$ cat config.mk
export PLATFORM = sky130hd
export DESIGN_NAME = serial_tx_stage
export DESIGN_NICKNAME = d
export VERILOG_FILES = /design/src/rtl/serial_tx_stage.sv
export SDC_FILE = /design/constraint.sdc
export NUM_CORES = 1
export LEC_CHECK = 0
export BUFFER_PORTS_ARGS = -buffer_cell sky130_fd_sc_hd__buf_2
export CELL_PAD_IN_SITES_DETAIL_PLACEMENT = 1
export CELL_PAD_IN_SITES_GLOBAL_PLACEMENT = 1
export CORE_AREA = 2 2 101 103
export CTS_BUF_LIST = sky130_fd_sc_hd__clkbuf_8
export DETAILED_ROUTE_END_ITERATION = 8
export DIE_AREA = 0 0 103 105
export GPL_TIMING_DRIVEN = 1
export HOLD_SLACK_MARGIN = 0.05
export PLACE_DENSITY_LB_ADDON = 0.1
export SLEW_MARGIN = 20
export SYNTH_ARGS = -nofsm -noshare
export SYNTH_HDL_FRONTEND = slang
export SYNTH_SLANG_ARGS = --single-unit
$ cat constraint.sdc
create_clock -name clk -period 11.3 [get_ports clk]
set_clock_uncertainty 0.2 [all_clocks]
set_input_delay 1.695 -clock clk [delete_from_list [all_inputs] [get_ports clk]]
set_output_delay 1.695 -clock clk [all_outputs]
set_load 0.02 [all_outputs]
$ cat src/rtl/serial_tx_stage.sv
// serial_tx_stage
//   Buffers the CPU's 7-bit character stream in a small FIFO and sends each
//   character as an asynchronous UART frame: 1 start bit, 8 data bits
//   (LSB first, bit 7 always 0), then 1 stop bit.
//   Build option: define SERIAL_TX_PARITY_EN to insert an even-parity bit
//   between the data bits and the stop bit. This gives 11 bit times per frame.
//
// Parameters
//   CLKS_PER_BIT  clock cycles per serial bit (>= 2)
//   FIFO_DEPTH    character buffer entries (power of 2, >= 2)
//   CNTW          width of fifo_count
//
// Ports
//   clk         system clock, rising edge
//   reset       asynchronous reset, active low
//   char_in     character code, 7'h00 = no character this cycle
//   txd         serial line, idles high
//   busy        frame on the line or characters still buffered
//   fifo_full   buffer holds FIFO_DEPTH entries
//   fifo_count  buffered characters, not counting the one being shifted
//   overflow    sticky, set when a character had to be dropped

module serial_tx_stage #(
    parameter int CLKS_PER_BIT = 16,
    parameter int FIFO_DEPTH   = 8,
    parameter int CNTW         = $clog2(FIFO_DEPTH) + 1
) (
    input  logic            clk,
    input  logic            reset,
    input  logic [6:0]      char_in,
    output logic            txd,
    output logic            busy,
    output logic            fifo_full,
    output logic [CNTW-1:0] fifo_count,
    output logic            overflow
);

    localparam int AW = $clog2(FIFO_DEPTH);
    localparam int BW = $clog2(CLKS_PER_BIT);

    typedef enum logic [2:0] {
        IDLE,
        START,
        DATA,
`ifdef SERIAL_TX_PARITY_EN
        PARITY,
`endif
        STOP
    } state_t;

    state_t          state, state_next;
    logic [BW-1:0]   baud_cnt, baud_next;
    logic [2:0]      bit_idx, bit_next;
    logic [7:0]      shift_reg;
    logic [7:0]      mem [FIFO_DEPTH];
    logic [AW-1:0]   wr_ptr, rd_ptr;
    logic [CNTW-1:0] count, count_next;
    logic            baud_done;
    logic            pop, push_req, push_ok;
    logic            txd_next;

    assign baud_done  = (baud_cnt == BW'(CLKS_PER_BIT - 1));
    assign push_req   = (char_in != 7'h00);
    // A full buffer can still take a character when a slot frees up on the
    // same edge.
    assign push_ok    = push_req && ((count != CNTW'(FIFO_DEPTH)) || pop);
    assign fifo_count = count;

    // Next-state logic. A pop happens only on entry to START, either from
    // IDLE or directly from the last STOP cycle, so back-to-back frames leave
    // no idle gap on the line.
    always_comb begin
        state_next = state;
        baud_next  = baud_cnt + BW'(1);
        bit_next   = bit_idx;
        pop        = 1'b0;
        case (state)
            IDLE: begin
                baud_next = '0;
                if (count != '0) begin
                    pop        = 1'b1;
                    state_next = START;
                end
            end
            START: begin
                if (baud_done) begin
                    state_next = DATA;
                    baud_next  = '0;
                    bit_next   = 3'd0;
                end
            end
            DATA: begin
                if (baud_done) begin
                    baud_next = '0;
                    if (bit_idx == 3'd7) begin
`ifdef SERIAL_TX_PARITY_EN
                        state_next = PARITY;
`else
                        state_next = STOP;
`endif
                    end else begin
                        bit_next = bit_idx + 3'd1;
                    end
                end
            end
`ifdef SERIAL_TX_PARITY_EN
            PARITY: begin
                if (baud_done) begin
                    state_next = STOP;
                    baud_next  = '0;
                end
            end
`endif
            STOP: begin
                if (baud_done) begin
                    baud_next = '0;
                    if (count != '0) begin
                        pop        = 1'b1;
                        state_next = START;
                    end else begin
                        state_next = IDLE;
                    end
                end
            end
            default: begin
                state_next = IDLE;
                baud_next  = '0;
            end
        endcase
    end

    // txd is registered, so it is computed from the state being entered.
    // The shift register is already loaded before DATA is reached.
    always_comb begin
        txd_next = 1'b1;
        case (state_next)
            START:   txd_next = 1'b0;
            DATA:    txd_next = shift_reg[bit_next];
`ifdef SERIAL_TX_PARITY_EN
            PARITY:  txd_next = ^shift_reg;
`endif
            default: txd_next = 1'b1;
        endcase
    end

    always_comb begin
        count_next = count;
        case ({push_ok, pop})
            2'b10:   count_next = count + CNTW'(1);
            2'b01:   count_next = count - CNTW'(1);
            default: count_next = count;
        endcase
    end

    // Buffer storage has no reset. Only slots between the pointers are
    // ever read.
    always_ff @(posedge clk) begin
        if (push_ok) begin
            mem[wr_ptr] <= {1'b0, char_in};
        end
    end

    always_ff @(posedge clk or negedge reset) begin
        if (!reset) begin
            state     <= IDLE;
            baud_cnt  <= '0;
            bit_idx   <= 3'd0;
            shift_reg <= 8'h00;
            wr_ptr    <= '0;
            rd_ptr    <= '0;
            count     <= '0;
            txd       <= 1'b1;
            busy      <= 1'b0;
            fifo_full <= 1'b0;
            overflow  <= 1'b0;
        end else begin
            state     <= state_next;
            baud_cnt  <= baud_next;
            bit_idx   <= bit_next;
            txd       <= txd_next;
            count     <= count_next;
            fifo_full <= (count_next == CNTW'(FIFO_DEPTH));
            busy      <= (state_next != IDLE) || (count_next != '0);
            if (pop) begin
                shift_reg <= mem[rd_ptr];
                rd_ptr    <= rd_ptr + AW'(1);
            end
            if (push_ok) begin
                wr_ptr <= wr_ptr + AW'(1);
            end
            if (push_req && !push_ok) begin
                overflow <= 1'b1;
            end
        end
    end

endmodule
======== After elaboration in Yosys (flattened, before gate mapping) ========
Memory sizes are Yosys's and may differ from the RTL's. A register that Yosys moved wholly into a read port is not among the register bits.
Index checks and enable logic that the tools add are counted.
word-level totals
  register bits after elaboration ......... 32
  memory bits (writable) .................. 56
  bits of input ports ..................... 9
  output and inout port bits .............. 8
  word-level logic and storage cells ...... 64
  memories ................................ 1
cells by class
  add/sub/neg operators ................... 6
  order comparisons ....................... 1
  eq/ne operators ......................... 11
  multiplexer cells ....................... 22
  reduce and logical (&&, ||, !) cells .... 12
memories
  memory  depth  width  rd ports  clocked after Yosys merged registers in  write ports  RTL line  source
  mem     8      7      1         1                                        1            55        logic [7:0] mem [FIFO_DEPTH];
operators with widths
  kind                                                                  count
  3-bit 2-to-1 mux                                                      8
  3-bit one-hot mux with 4 select lines                                 1
  3-bit by 1-bit adder with 3-bit output, second input constant         3
  3-bit by 2-bit == test with 1-bit output, second input constant       3
  4-bit by 1-bit adder with 4-bit output, second input constant         2
  4-bit == test, second input constant                                  2
  4-bit 2-to-1 mux                                                      2
  4-bit one-hot mux with 2 select lines                                 1
  4-bit nonzero test                                                    2
  7-bit nonzero test                                                    1
  3-bit by 1-bit == test with 1-bit output, second input constant       2
  1-bit 2-to-1 mux                                                      6
  3-bit one-hot mux with 2 select lines                                 1
  3-bit by 4-bit < comparator with 1-bit output, second input constant  1
  4-bit != test, second input constant                                  1
  1-bit one-hot mux with 2 select lines                                 2
  4-bit by 1-bit subtractor with 4-bit output, second input constant    1
  1-bit binary-select mux with 3-bit select                             1
  3-bit == test, second input constant                                  1
  3-bit zero test                                                       1
  3-bit nonzero test                                                    1
  3-bit OR reduction                                                    1
  2-bit by 1-bit == test with 1-bit output, second input constant       1
  2-bit == test, second input constant                                  1
  3 further kinds                                                       6

======== Logic depth before layout (Yosys ltp) ========
  depth in word-level cells ............... 10
  mapped depth ............................ 14
  depth with buffers taken out ............ 14

======== Least setup slack after synthesis ========
OpenSTA, ideal clock, no wires.
  kind .................................... input -> register
  from .................................... input port char_in[2]
  to ...................................... register busy
  data arrival time ....................... 4.646 ns
  data required time ...................... 10.961 ns
  setup slack ............................. 6.315 ns
  cell stages on the path ................. 12
  path through ............................ or4_1 or4_1 clkbuf_2 or2_2 inv_1 ha_1 a21o_1 a21o_1 or2_1 o211ai_2 o211ai_2 or4_1
between the ends
  longest elaborated chain between the ends .. 6
  elaborated cells between the ends (all ways) .. 7
  those cells by class .................... eq/ne (2); mux (1); reduce/logical (4)
ends and longest elaborated chain
  item                                                                              RTL line  source
  from (decl)                                                                       30        input logic [6:0] char_in,
  7-bit nonzero test *                                                              63        assign push_req = (char_in != 7'h00);
  1-bit logical AND *                                                               66        assign push_ok = push_req && ((count != CNTW'(FIFO_DEPTH)) || pop);
  2-bit by 1-bit == test with 1-bit output / 2-bit == test (equally long branches)  148       case ({push_ok, pop})
  4-bit one-hot mux with 2 select lines *                                           148
  named net count_next[3]                                                           57        logic [CNTW-1:0] count, count_next;
  4-bit nonzero test *                                                              183       busy <= (state_next != IDLE) || (count_next != '0);
  1-bit logical OR *                                                                183
  to (signal assigned)                                                              183
  to (decl)                                                                         32        output logic busy,
The timed path passes the listed nets; every way through them passes the cells marked *.
A chain may end at the register's enable or synchronous reset.

======== Final worst setup path ========
Same ends and word-level chain as after synthesis.

==> reports/metrics.cfg <==
[global_routing]
grt-ovfl-total = 0
grt_max_degree = 32
grt_usage_pct = 15.7
grt_pass1_wl_um = 12700
first_global_vias = 2291
antenna_found_initial = 0

[final_layout]
drive_gt1_share_pct = 21.9
multiInputGateArea_um2 = 1250
design_area_um2 = 4240
area_growth_syn_to_layout_pct = 11.9
nFillCells = 1005
seqCellArea_um2 = 2460
num_antenna_cells = 0
final_nets = 290
fin_util_pct = 43.9
largest_reg_flops = 56

[placement]
io_buffers = 16
placed_cell_area_um2 = 4010
hpwl_um = 5180
place.gp.congestion = 0.708
place_ws_ps = 5900

[synthesis]
synth_xor_area_share_pct = 2.08
synth_area_leaders = edfxtp_1 44%, dfrtp_1 20%, mux4_2 8.3%
synth_ff_type = edfxtp_1
yosysTopAreaCellShare_pct = 44.4
synth_top_family_by_area = multiplexers
syn_nets = 271
syn_area_per_cell_um2 = 14.8
ys_seq_elements = 87
syn_inst = 255
synth_fa_ha_area_share_pct = 2.51
synth-simple-area-share_pct = 8.70
yosysTopAreaCell = edfxtp_1
yosysWarnings = 0
synth.most_common_cell = edfxtp_1
netlist_area_um2 = 3780
synth_compound_area_share_pct = 7.18
synth-edff-count = 56
yosys-top-cells-count = 56 x edfxtp_1, 30 x dfrtp_1, 16 x nand2_1, 14 x mux4_2, 13 x nor2_1
synth.area.mux_share_pct = 12.4
synth_cell_type_count = 52
seq_area_frac_synth_pct = 65.0
async_flop_share_pct = 35.6

[critical_path]
crit_chain = buf_2, or4_1, or4_1, or2_2, inv_1, ha_1, a21o_1, a21o_1, or2_1, o211ai_2, o211ai_2, or4_1
critical_path_arrival_ps = 5050
cp-end-kind = flip-flop
max_stage_delay_ps = 590
crit_path_frequent_cell = or4_1
critPathKind = input pin to flip-flop
worst-path-max-fanout = 9
crit_buf_inv = 2
crit_family = simple AND/OR/NAND/NOR gates
start_kind = input pin
timing.critical_path.required_ps = 11330
crit_slowest_cell = or4_1

[drt]
vias = 2101
drt-initial-drc-count = 143
wire_per_inst_um = 18.2
antenna_left = 0
wl_um = 7520
drt_first_pass_iters = 4
avgViaCountPerCell = 5.10
drcViolationCount = 0

[clock_tree]
cts_root_buffer = clkbuf_8
cts_buffers = 9
clk_latency_ps = 350
cts.sinks = 87
clockBufferDepth = 2
hold_buffers = 0
cts_tree = done
cts_max_level = 3
cts.clk_slew.worst_paths_ps = 90
cts_resized = 0
post_cts_buffers = 0

[die]
die_area_um2 = 10800
start_util_pct = 39.3
die_w_um = 103
die_h_um = 105
rows = 36
coreArea_um2 = 9640
io_pins = 17

[timing]
setup_viol = 0
rsz0062_at_grt = no
hold_viol_final = 0
setup_slack_ps = 6270
slew_viol_final = 0
post-route-period-util_pct = 44.5
fin_crit_ps = 5030
slew_headroom_pct = 42.6
worstMarginPinSlew_ps = 857
fmax_ghz = 0.199
fin_setup_tns_ps = 0

[power]
p_per_area_nw_per_um2 = 252
leakagePower_nw = 1.57
fin_total_pwr_mw = 1.07
irDropWorstVdd_mv = 0.128

[outcome]
outcome = completed

[job]
maxCapViolCount = 0

[hold_path]
hp-class = flip-flop to flip-flop

## metal layers
metal  GRT usage, %  vias up  share of wire (%)
met3           3.01        6                3.6
met4           5.36        0               0.72
met2           22.0       29                 44
met1           24.3     1058                 51
met5              0        -                  0
li1               -     1008                  -
## metrics by stage
stage,hold WS [ps],std cells
floorplan,229,255
global route,303,412
detailed placement,256,396
finish,272,412
CTS,277,412
global placement,261,396
## final timing paths
kind                                   from           to  slack (ps)  cells past startpoint
min in group asynchronous             reset  baud_cnt[0]        1190                      1
max in group asynchronous             reset    rd_ptr[0]        9210                      1
worst max-delay path             char_in[2]         busy        6270                     12
worst min register to register  baud_cnt[0]  baud_cnt[0]         270                      1
worst min-delay path            baud_cnt[0]  baud_cnt[0]         270                      1
worst max register to register     state[0]         busy        7460                     13
## where the power goes
group / switching (mW) / internal, mW / total (mW)
registers: 0.0832 / 0.438 / 0.521
clock network: 0.117 / 0.128 / 0.245
logic: 0.152 / 0.147 / 0.299
total: 0.352 / 0.713 / 1.07
## cell usage in the layout (no fill, tap or decap), types with 3 or more instances in the layout
cell type | synthesis | layout
xnor2_1 | 7 | 7
a31oi_1 | 4 | 4
a21oi_1 | 4 | 4
mux4_2 | 14 | 14
edfxtp_1 | 56 | 56
nand2b_1 | 5 | 5
nor3_1 | 5 | 5
nand3_1 | 3 | 3
mux2_2 | 4 | 4
inv_1 | 8 | 8
buf_2 | 0 | 16
o21ai_0 | 11 | 11
or2_2 | 4 | 4
nor2_1 | 13 | 13
buf_4 | 0 | 3
mux2i_1 | 11 | 11
or4_1 | 3 | 3
ha_1 | 6 | 6
clkbuf_8 | 0 | 9
nand2_1 | 16 | 16
dfrtp_1 | 30 | 29
## layout make-up
class | count | area share, %
flip-flops and latches | 87 | 58.1
well taps | 133 | 3.93
repair buffers | 19 | 2.42
inverters | 8 | 0.709
clock buffers | 9 | 2.92
multi-input cells | 149 | 29.5
clock inverters | 7 | 2.45
## logic make-up after synthesis
logic type,count (synthesis)
buffers and inverters,19
DFF,87
and+or+nand+nor,64
adders and majority gates,7
other,1
muxes,29
xor gates and xnor gates,9
AOI/OAI and AO/OA,39
No activity file was read; power rests on OpenSTA's default activity.
